--- src/rtl/suite_video_pkg.sv ---
// Shared raster types and helpers for the 240p test-suite video generator.
package suite_video_pkg;

  typedef enum logic [1:0] {H_ST_ACTIVE, H_ST_FRONT, H_ST_SYNC, H_ST_BACK} h_state_t;
  typedef enum logic [1:0] {V_ST_ACTIVE, V_ST_FRONT, V_ST_SYNC, V_ST_BACK} v_state_t;

  typedef struct packed {
    logic [7:0] r;
    logic [7:0] g;
    logic [7:0] b;
  } rgb888_t;

  function automatic int raster_total(input int act, input int fp, input int sync, input int bp);
    return act + fp + sync + bp;
  endfunction

  function automatic rgb888_t rgb332_expand(input logic [7:0] p);
    rgb888_t c;
    c.r = {p[7:5], p[7:5], p[7:6]};
    c.g = {p[4:2], p[4:2], p[4:3]};
    c.b = {4{p[1:0]}};
    return c;
  endfunction

endpackage

--- src/rtl/suite_layer_mix.sv ---
// Combinational priority compositor: highest-index enabled opaque layer wins, else background.
module suite_layer_mix #(
  parameter int LAYERS = 2
) (
  input  logic [LAYERS-1:0]   en_i,
  input  logic [8*LAYERS-1:0] data_i,
  input  logic [7:0]          bg_i,
  output logic [7:0]          pix_o
);

  // Later (higher-index) layers overwrite earlier ones, giving top priority to the highest index.
  always_comb begin
    pix_o = bg_i;
    for (int i = 0; i < LAYERS; i++) begin
      if (en_i[i] && (data_i[8*i +: 8] != 8'h00)) pix_o = data_i[8*i +: 8];
    end
  end

endmodule

--- src/rtl/suite_raster_gen.sv ---
// Raster timing, pattern-ROM addressing and layer compositing for the 240p suite.
// Define SUITE_INTERLACE_EN to add the interlace input and field output.
//
//  state        | meaning
//  H_ST_ACTIVE  | visible pixels of the line
//  H_ST_FRONT   | horizontal front porch
//  H_ST_SYNC    | horizontal sync pulse
//  H_ST_BACK    | horizontal back porch
//  V_ST_*       | same phases for lines within the frame
module suite_raster_gen
  import suite_video_pkg::*;
#(
  parameter int CLK_DIV = 4,
  parameter int H_ACT   = 320,
  parameter int H_FP    = 8,
  parameter int H_SYNC  = 32,
  parameter int H_BP    = 32,
  parameter int V_ACT   = 240,
  parameter int V_FP    = 6,
  parameter int V_SYNC  = 8,
  parameter int V_BP    = 12,
  parameter bit HS_POL  = 1'b0,
  parameter bit VS_POL  = 1'b1,
  parameter int LAYERS  = 2,
  parameter int AW      = 17
) (
  input  logic                clk,
  input  logic                reset,
  input  logic [LAYERS-1:0]   layer_en,
  input  logic [8*LAYERS-1:0] layer_data,
  input  logic [7:0]          bg_color,
  output logic [AW-1:0]       vram_addr,
  output logic                ce_pix,
  output logic                h_blank,
  output logic                v_blank,
  output logic                h_sync,
  output logic                v_sync,
  output logic                de,
  output logic                frame_start,
  output logic [7:0]          r,
  output logic [7:0]          g,
  output logic [7:0]          b
`ifdef SUITE_INTERLACE_EN
  ,
  input  logic                interlace,
  output logic                field
`endif
);

  localparam int HTOTAL   = raster_total(H_ACT, H_FP, H_SYNC, H_BP);
  localparam int VTOTAL   = raster_total(V_ACT, V_FP, V_SYNC, V_BP);
  localparam int HW       = $clog2(HTOTAL);
  localparam int VW       = $clog2(VTOTAL + 1);
  localparam int DW       = (CLK_DIV > 2) ? $clog2(CLK_DIV) : 1;
  localparam int HS_START = H_ACT + H_FP;
  localparam int VS_START = V_ACT + V_FP;
  localparam int VS_END   = VS_START + V_SYNC;

  if (CLK_DIV < 2) begin : g_bad_div
    $error("suite_raster_gen: CLK_DIV must be >= 2");
  end
  if (LAYERS < 1 || LAYERS > 8) begin : g_bad_layers
    $error("suite_raster_gen: LAYERS must be 1..8");
  end
  if ((2 ** AW) < (H_ACT * V_ACT)) begin : g_bad_aw
    $error("suite_raster_gen: AW too small for H_ACT*V_ACT");
  end
  if (H_FP < 1 || H_SYNC < 1 || H_BP < 1 || V_FP < 1 || V_SYNC < 1 || V_BP < 1) begin : g_bad_porch
    $error("suite_raster_gen: porch and sync widths must be >= 1");
  end

  logic [DW-1:0] div_q;
  logic          ce_pix_q;
  logic          tick;
  logic [HW-1:0] hc_q;
  logic [VW-1:0] vc_q;
  logic [VW-1:0] v_last;
  h_state_t      h_state_q;
  v_state_t      v_state_q;
  logic          line_end;
  logic          frame_end;
  logic          odd;
  logic [AW-1:0] addr_q;
  logic          active_px;
  logic [HW-1:0] vs_off;
  logic          vs_win;
  logic [7:0]    mix_pix;
  rgb888_t       rgb_d;
  rgb888_t       rgb_q;
  logic          de_q, h_blank_q, v_blank_q, h_sync_q, v_sync_q, frame_start_q;

  assign tick = (div_q == DW'(CLK_DIV - 1));

  always_ff @(posedge clk or posedge reset) begin
    if (reset) begin
      div_q    <= '0;
      ce_pix_q <= 1'b0;
    end else begin
      ce_pix_q <= tick;
      div_q    <= tick ? '0 : div_q + 1'b1;
    end
  end

  assign line_end  = tick && (hc_q == HW'(HTOTAL - 1));
  assign frame_end = line_end && (vc_q == v_last);
  assign v_last    = odd ? VW'(VTOTAL) : VW'(VTOTAL - 1);

  always_ff @(posedge clk or posedge reset) begin
    if (reset) begin
      hc_q      <= '0;
      h_state_q <= H_ST_ACTIVE;
    end else if (tick) begin
      hc_q <= line_end ? '0 : hc_q + 1'b1;
      unique case (h_state_q)
        H_ST_ACTIVE: if (hc_q == HW'(H_ACT - 1))              h_state_q <= H_ST_FRONT;
        H_ST_FRONT:  if (hc_q == HW'(HS_START - 1))           h_state_q <= H_ST_SYNC;
        H_ST_SYNC:   if (hc_q == HW'(HS_START + H_SYNC - 1))  h_state_q <= H_ST_BACK;
        H_ST_BACK:   if (hc_q == HW'(HTOTAL - 1))             h_state_q <= H_ST_ACTIVE;
        default:                                              h_state_q <= H_ST_ACTIVE;
      endcase
    end
  end

  // The odd interlaced field carries its extra line at the end of the back porch.
  always_ff @(posedge clk or posedge reset) begin
    if (reset) begin
      vc_q      <= '0;
      v_state_q <= V_ST_ACTIVE;
    end else if (line_end) begin
      vc_q <= frame_end ? '0 : vc_q + 1'b1;
      unique case (v_state_q)
        V_ST_ACTIVE: if (vc_q == VW'(V_ACT - 1))    v_state_q <= V_ST_FRONT;
        V_ST_FRONT:  if (vc_q == VW'(VS_START - 1)) v_state_q <= V_ST_SYNC;
        V_ST_SYNC:   if (vc_q == VW'(VS_END - 1))   v_state_q <= V_ST_BACK;
        V_ST_BACK:   if (vc_q == v_last)            v_state_q <= V_ST_ACTIVE;
        default:                                    v_state_q <= V_ST_ACTIVE;
      endcase
    end
  end

`ifdef SUITE_INTERLACE_EN
  logic field_q;
  logic field_out_q;

  always_ff @(posedge clk or posedge reset) begin
    if (reset) begin
      field_q     <= 1'b0;
      field_out_q <= 1'b0;
    end else begin
      if (frame_end) field_q <= interlace ? ~field_q : 1'b0;
      if (tick)      field_out_q <= field_q;
    end
  end

  assign odd   = field_q;
  assign field = field_out_q;
`else
  assign odd = 1'b0;
`endif

  assign active_px = (h_state_q == H_ST_ACTIVE) && (v_state_q == V_ST_ACTIVE);

  always_ff @(posedge clk or posedge reset) begin
    if (reset) begin
      addr_q <= '0;
    end else if (tick && active_px) begin
      if ((hc_q == HW'(H_ACT - 1)) && (vc_q == VW'(V_ACT - 1))) addr_q <= '0;
      else                                                      addr_q <= addr_q + 1'b1;
    end
  end

  // v_sync edges land on the h_sync leading edge, or mid-line in the odd field.
  always_comb begin
    vs_off = odd ? HW'(HTOTAL / 2) : HW'(HS_START);
    if (vc_q == VW'(VS_START))                             vs_win = (hc_q >= vs_off);
    else if ((vc_q > VW'(VS_START)) && (vc_q < VW'(VS_END))) vs_win = 1'b1;
    else if (vc_q == VW'(VS_END))                          vs_win = (hc_q < vs_off);
    else                                                   vs_win = 1'b0;
  end

  suite_layer_mix #(.LAYERS(LAYERS)) u_mix (
    .en_i  (layer_en),
    .data_i(layer_data),
    .bg_i  (bg_color),
    .pix_o (mix_pix)
  );

  assign rgb_d = active_px ? rgb332_expand(mix_pix) : '0;

  always_ff @(posedge clk or posedge reset) begin
    if (reset) begin
      de_q          <= 1'b0;
      h_blank_q     <= 1'b1;
      v_blank_q     <= 1'b1;
      h_sync_q      <= ~HS_POL;
      v_sync_q      <= ~VS_POL;
      frame_start_q <= 1'b0;
      rgb_q         <= '0;
    end else if (tick) begin
      de_q          <= active_px;
      h_blank_q     <= (h_state_q != H_ST_ACTIVE);
      v_blank_q     <= (v_state_q != V_ST_ACTIVE);
      h_sync_q      <= (h_state_q == H_ST_SYNC) ? HS_POL : ~HS_POL;
      v_sync_q      <= vs_win ? VS_POL : ~VS_POL;
      frame_start_q <= (hc_q == '0) && (vc_q == '0);
      rgb_q         <= rgb_d;
    end else begin
      frame_start_q <= 1'b0;
    end
  end

  assign vram_addr   = addr_q;
  assign ce_pix      = ce_pix_q;
  assign de          = de_q;
  assign h_blank     = h_blank_q;
  assign v_blank     = v_blank_q;
  assign h_sync      = h_sync_q;
  assign v_sync      = v_sync_q;
  assign frame_start = frame_start_q;
  assign r           = rgb_q.r;
  assign g           = rgb_q.g;
  assign b           = rgb_q.b;

endmodule

--- config.mk ---
export PLATFORM = sky130hd
export DESIGN_NAME = suite_raster_gen
export DESIGN_NICKNAME = d
export VERILOG_FILES = /design/src/rtl/suite_video_pkg.sv /design/src/rtl/suite_layer_mix.sv /design/src/rtl/suite_raster_gen.sv
export SDC_FILE = /design/constraint.sdc
export NUM_CORES = 1
export LEC_CHECK = 0
export BUFFER_PORTS_ARGS = -buffer_cell sky130_fd_sc_hd__buf_2
export CORE_AREA = 8 8 84 86
export CTS_CLUSTER_DIAMETER = 100
export DETAILED_ROUTE_END_ITERATION = 10
export DIE_AREA = 0 0 92 94
export PLACE_DENSITY = 0.93
export SYNTH_ARGS = -nofsm -noshare
export SYNTH_HDL_FRONTEND = slang
export SYNTH_SLANG_ARGS = --single-unit
--- constraint.sdc ---
create_clock -name clk -period 5.3 [get_ports clk]
set_clock_uncertainty 0.05 [all_clocks]
set_input_delay 1.06 -clock clk [delete_from_list [all_inputs] [get_ports clk]]
set_output_delay 1.06 -clock clk [all_outputs]
set_load 0.02 [all_outputs]
==> After elaboration in Yosys (flattened, before gate mapping) <==
Cells that the tools add are included.
{ "word_totals": {"regBits": 72, "latchBits": 0, "ramBits": 0, "romBits": 0, "input_bits": 28, "output_inout_bits": 48, "word_cells": 91, "memories": 0} }
{ "op_classes": {"n_addsub": 4, "mul": 0, "n_div": 0, "order_cmp": 4, "n_eq_ne": 25, "shift": 0, "n_mux": 23, "n_bitwise": 0, "reduce_logical": 19} }
{ "op_table": {"columns": ["op", "count"], "rows": [
  ["9-bit by 8-bit == test with 1-bit output (second input constant)", 5],
  ["9-bit == test (second input constant)", 5],
  ["24-bit two-way mux", 1],
  ["9-bit by 1-bit adder with 9-bit output (second input constant)", 2],
  ["9-bit zero test", 2],
  ["2-bit two-way mux", 9],
  ["9-bit two-way mux", 2],
  ["17-bit by 1-bit adder with 17-bit output (second input constant)", 1],
  ["17-bit two-way mux", 1],
  ["8-bit two-way mux", 2],
  ["2-bit inequality test (second input constant)", 8],
  ["2-bit case mux with 4 select lines", 2],
  ["8-bit nonzero test", 2],
  ["2-bit == test (second input constant)", 5],
  ["5-bit AND reduction", 2],
  ["9-bit greater-or-equal comparator (second input constant)", 1],
  ["9-bit by 8-bit > comparator with 1-bit output (second input constant)", 1],
  ["1-bit logical AND", 9],
  ["9-bit by 8-bit less-than comparator with 1-bit output (second input constant)", 1],
  ["9-bit less-than comparator (second input constant)", 1],
  ["1-bit two-way mux", 6],
  ["2-bit by 1-bit == test with 1-bit output (second input constant)", 2],
  ["2-bit zero test", 2],
  ["2-bit nonzero test", 2],
  ["2-bit by 1-bit adder with 2-bit output (second input constant)", 1]
]} }

==> Logic depth before layout (Yosys ltp) <==
{ "logic_depth": {"word_depth": 5, "ltp_mapped": 8, "ltp_nobuf": 7} }

==> Cells and area by module <==
A second synthesis with hierarchy kept.
{ "unflattened": {"hier_cells": 357, "hier_area_um2": 3347.0} }
{ "modules_own_cells": {"columns": ["module", "instances", "cells_each", "area_each_um2", "seq_area_each_um2"], "rows": [
  ["suite_raster_gen", 1, 319, 3006.6, 1405.1],
  ["suite_layer_mix", 1, 38, 340.3, 0.0]
]} }

==> Worst setup path before layout <==
No wires, ideal clock.
{ "synth_path": {"path_kind": "input to register", "start": "input layer_en[0]", "end": "register rgb_q, in the netlist b[5]", "setup_time_ns": 0.135, "arrival_time_ns": 2.207, "required_ns": 5.115, "slack_ns": 2.908, "path_stages": 5, "path_buffers": 1, "path_cell_list": "clkbuf_1 -> a21boi_0 -> nor2b_1 -> a211oi_1 -> o22ai_1"} }
{ "synth_via": {"elab_chain_cells": 4} }
{ "synth_rtl": {"columns": ["element", "line", "text"], "rows": [
  ["start: declaration", "suite_raster_gen.sv:29", "input logic [LAYERS-1:0] layer_en,"],
  ["1-bit logical AND", "suite_layer_mix.sv:15", "if (en_i[i] && (data_i[8*i +: 8] != 8'h00)) pix_o = data_i[8*i +: 8];"],
  ["8-bit two-way mux (2 in series)", "suite_layer_mix.sv:15", null],
  ["24-bit two-way mux", "suite_raster_gen.sv:188", "assign rgb_d = active_px ? rgb332_expand(mix_pix) : '0;"],
  ["end signal: assignment", "suite_raster_gen.sv:206", "rgb_q <= rgb_d;"],
  ["end: declaration", "suite_raster_gen.sv:89", "rgb888_t rgb_q;"]
]} }
No other way between the ends.
A chain may end at the register's enable or synchronous reset.

==> Worst setup path in the final report <==
{ "layout_path": {"start": "register div_q[0]", "end": "register addr_q[9] (netlist: vram_addr[9])"} }
{ "layout_via": {"elab_chain_cells": 2} }
{ "layout_rtl": {"columns": ["element", "line", "text"], "rows": [
  ["start: declaration", "suite_raster_gen.sv:72", "logic [DW-1:0] div_q;"],
  ["start signal: assignment", "suite_raster_gen.sv:100", "div_q <= tick ? '0 : div_q + 1'b1;"],
  ["2-bit == test", "suite_raster_gen.sv:92", "assign tick = (div_q == DW'(CLK_DIV - 1));"],
  ["named net tick", "suite_raster_gen.sv:74", "logic tick;"],
  ["1-bit logical AND", "suite_raster_gen.sv:166", "end else if (tick && active_px) begin"],
  ["end signal: assignment", "suite_raster_gen.sv:168", "else addr_q <= addr_q + 1'b1;"],
  ["end: declaration", "suite_raster_gen.sv:83", "logic [AW-1:0] addr_q;"]
]} }
The timed path passes the listed nets, and every way through them passes these cells.

==> flow_summary.toml <==
[outcome]
outcome = "finished, final reports clean"

[sta]
setup_tns_ns = 0
fmax_ghz = 0.3397
timing.final.ws_setup_ns = 2.357
tightest_slew_ns = 0.9460
hold_ws_ns = 0.3881
setup_viol = 0
hold_viol = 0
rsz0062_at_grt = "false"
relSlewSlack = 0.3694
finalCriticalPeriod_ns = 2.944
finalCritPeriodShare = 0.5554
slew_violations = 0

[worst_setup_path]
r2r-end = "vram_addr[9]$_DFFE_PP0P_"
crit_required_ns = 5.42
regToRegSetupSlack_ns = 2.36
crit_type = "reg2reg"
worstPathArrival_ns = 3.07
endpoint_kind = "flop"
start_kind = "flop"
rr_startpoint = "div_q[0]$_DFF_PP0_"
worst-path-max-fanout = 32
r2r_cells = 6
cp-endpoint = "vram_addr[9]$_DFFE_PP0P_"
critPathLaunch = "div_q[0]$_DFF_PP0_"

[route]
antenna_left = 0
drcViolationCount = 0
postRouteWirelength_um = 7227
viasPerCell = 5.574
first_pass_iters = 4
drtIter0Drc = 114
via_count = 2653
wl_per_cell_um = 15.18

[power_and_ir_drop]
power_switching_mw = 0.1945
p_leak_nw = 1.755
powerDensity_nw_per_um2 = 220.4
clock_power_share = 0.358
switching_share = 0.2444
combinationalPowerShare = 0.093
seqPwrFrac = 0.549
internal_power_mw = 0.6011
ir_drop_v = 0.0002388

[yosys]
synth.yosys.seq_area_share = 0.4392
ys_async_sr_fraction = 1.000
synth_top_flop_cell = "dfrtp_1"
yosys-top-cells-count = "dfrtp_1, nor2_1, nand2_1"
ys_top_cells_by_area = "dfrtp_1, ha_1, nor2_1, xor2_1, buf_4"
synth_cell_types = 47
synthCells = 346
ys_ff_latch = 56
synth_top_area_share = 0.4145
synth_fp_nets = 392
avgSynthCellArea_sq_um = 9.247
synth_area_leader_cell = "dfrtp_1"
synth-edff-count = 0
netlist_area_sq_um = 3199
synth.most_common_cell = "dfrtp_1"
yosys_warnings = 0

[placement]
io_buffers = 75
place_ws_ns = 2.394
place.gp.congestion = 0.8539
place_area_sq_um = 3498
place.detailed.hpwl_um = 5603

[clock_network]
cts_sinks = 56
ctsRootBufferMaster = "clkbuf_8"
post_cts_buffers = 0
ctsResizeCount = 0
cts_max_level = 2
tritoncts = "yes"
clk_latency_ns = 0.31
clk_pin_slew_worst_paths_ns = 0.10
cts_made_buffers = 5
clockBufferDepth = 2
cts_hold_buf = 0

[final_layout]
final_core_util = 0.6283
syn2layout_area_growth_pct = 12.83
final_cell_area_sq_um = 3610
drive_above_1_share = 0.2319
final.fill_count = 483
fin_nets = 446
diodes = 0

[global_route]
grt_overflow = 0
grt_usage = 0.1682
grt_max_degree = 57
grt_pass1_wl_um = 12050
antenna_found_initial = 0
grt_pass1_vias = 2776

[run]
cap_violations = 0

[worst_hold_path]
hp-class = "reg2reg"

[floorplanning]
fp.coreArea_sq_um = 5746
boundaryPins = 76
die_w_um = 92
dieArea_sq_um = 8648
rows = 28
start_util = 0.5568
die-height_um = 94
-- layout make-up --
class / instances / area (sq um) / share of cell area
repair buffers: 76 / 382.9 / 0.1061
well taps: 75 / 93.84 / 0.02600
flip-flops and latches: 56 / 1405 / 0.3893
inverters: 21 / 78.83 / 0.02184
multi-input cells: 240 / 1538 / 0.4260
clock buffers: 6 / 72.57 / 0.02010
clock inverters: 2 / 38.79 / 0.01075
-- logic make-up after synthesis --
family	synth area share
xor gates and xnor gates	0.06023
muxes	0.01643
buffers and inverters	0.08017
AOI/OAI and AO/OA	0.1146
DFF	0.4392
and+or+nand+nor	0.2190
adders and majority gates	0.07040
-- how the worst min path moves through the flow --
stage / startpoint / end / slack, ns / cells after the start
3_5_place_dp: div_q[0]$_DFF_PP0_ / div_q[0]$_DFF_PP0_ / 0.38 / 1
2_1_floorplan: div_q[0]$_DFF_PP0_ / div_q[0]$_DFF_PP0_ / 0.35 / 1
6_report: div_q[0]$_DFF_PP0_ / div_q[0]$_DFF_PP0_ / 0.39 / 1
5_1_grt: div_q[0]$_DFF_PP0_ / div_q[0]$_DFF_PP0_ / 0.42 / 1
4_1_cts: div_q[0]$_DFF_PP0_ / div_q[0]$_DFF_PP0_ / 0.39 / 1
3_3_place_gp: div_q[0]$_DFF_PP0_ / div_q[0]$_DFF_PP0_ / 0.36 / 1
-- power by group through the flow --
stage	Combinational, mW	Sequential [mW]	Clock [mW]
2_1_floorplan	0.0497	0.452	0
3_3_place_gp	0.0738	0.445	0
3_5_place_dp	0.0753	0.445	0
4_1_cts	0.0753	0.437	0.289
5_1_grt	0.0806	0.438	0.304
6_report	0.0739	0.437	0.285
-- state kept, by name, indices dropped and copies added, names as in the netlist --
name         count
b                2
r                3
frame_start      1
v_state_q        2
h_blank          1
h_sync           1
v_sync           1
de               1
vram_addr       17
div_q            2
hc_q             9
g                3
h_state_q        2
vc_q             9
v_blank          1
ce_pix           1
-- per-layer routing --
metal,up-vias,track usage,wire [um]
li1,1297,-,-
met1,1264,0.1899,3067
met2,82,0.2926,3654
met5,-,0,0
met4,0,0.07651,114
met3,10,0.04317,390
-- layout by cell type (no fill, tap or decap), types with 5 or more instances in the layout --
| cell type | n |
|---|---|
| a211oi_1 | 8 |
| a21oi_1 | 9 |
| and3_1 | 9 |
| buf_2 | 75 |
| clkbuf_8 | 5 |
| dfrtp_1 | 53 |
| ha_1 | 18 |
| inv_1 | 20 |
| nand2_1 | 25 |
| nand3_1 | 17 |
| nand4_1 | 10 |
| nor2_1 | 34 |
| nor2b_1 | 10 |
| nor3_1 | 6 |
| nor4_1 | 7 |
| o21ai_0 | 17 |
| o22ai_1 | 9 |
| xnor2_1 | 8 |
| xor2_1 | 14 |
-- critical path, cell delays in order, from the launching register on --
cell,delay [ns]
dfrtp_1,0.36
ha_1,0.78
nand3_1,0.53
nor4_1,0.67
nand4_1,0.19
xor2_1,0.17
nor2_1,0.05
-- per-stage QoR --
step / instances / power, mW
after floorplan: 346 / 0.5020
after global routing: 476 / 0.8225
after detailed placement: 468 / 0.5207
after CTS: 476 / 0.8012
final: 476 / 0.7956
after global placement: 468 / 0.5192
Note: power is estimated with default switching activity, not from simulation.
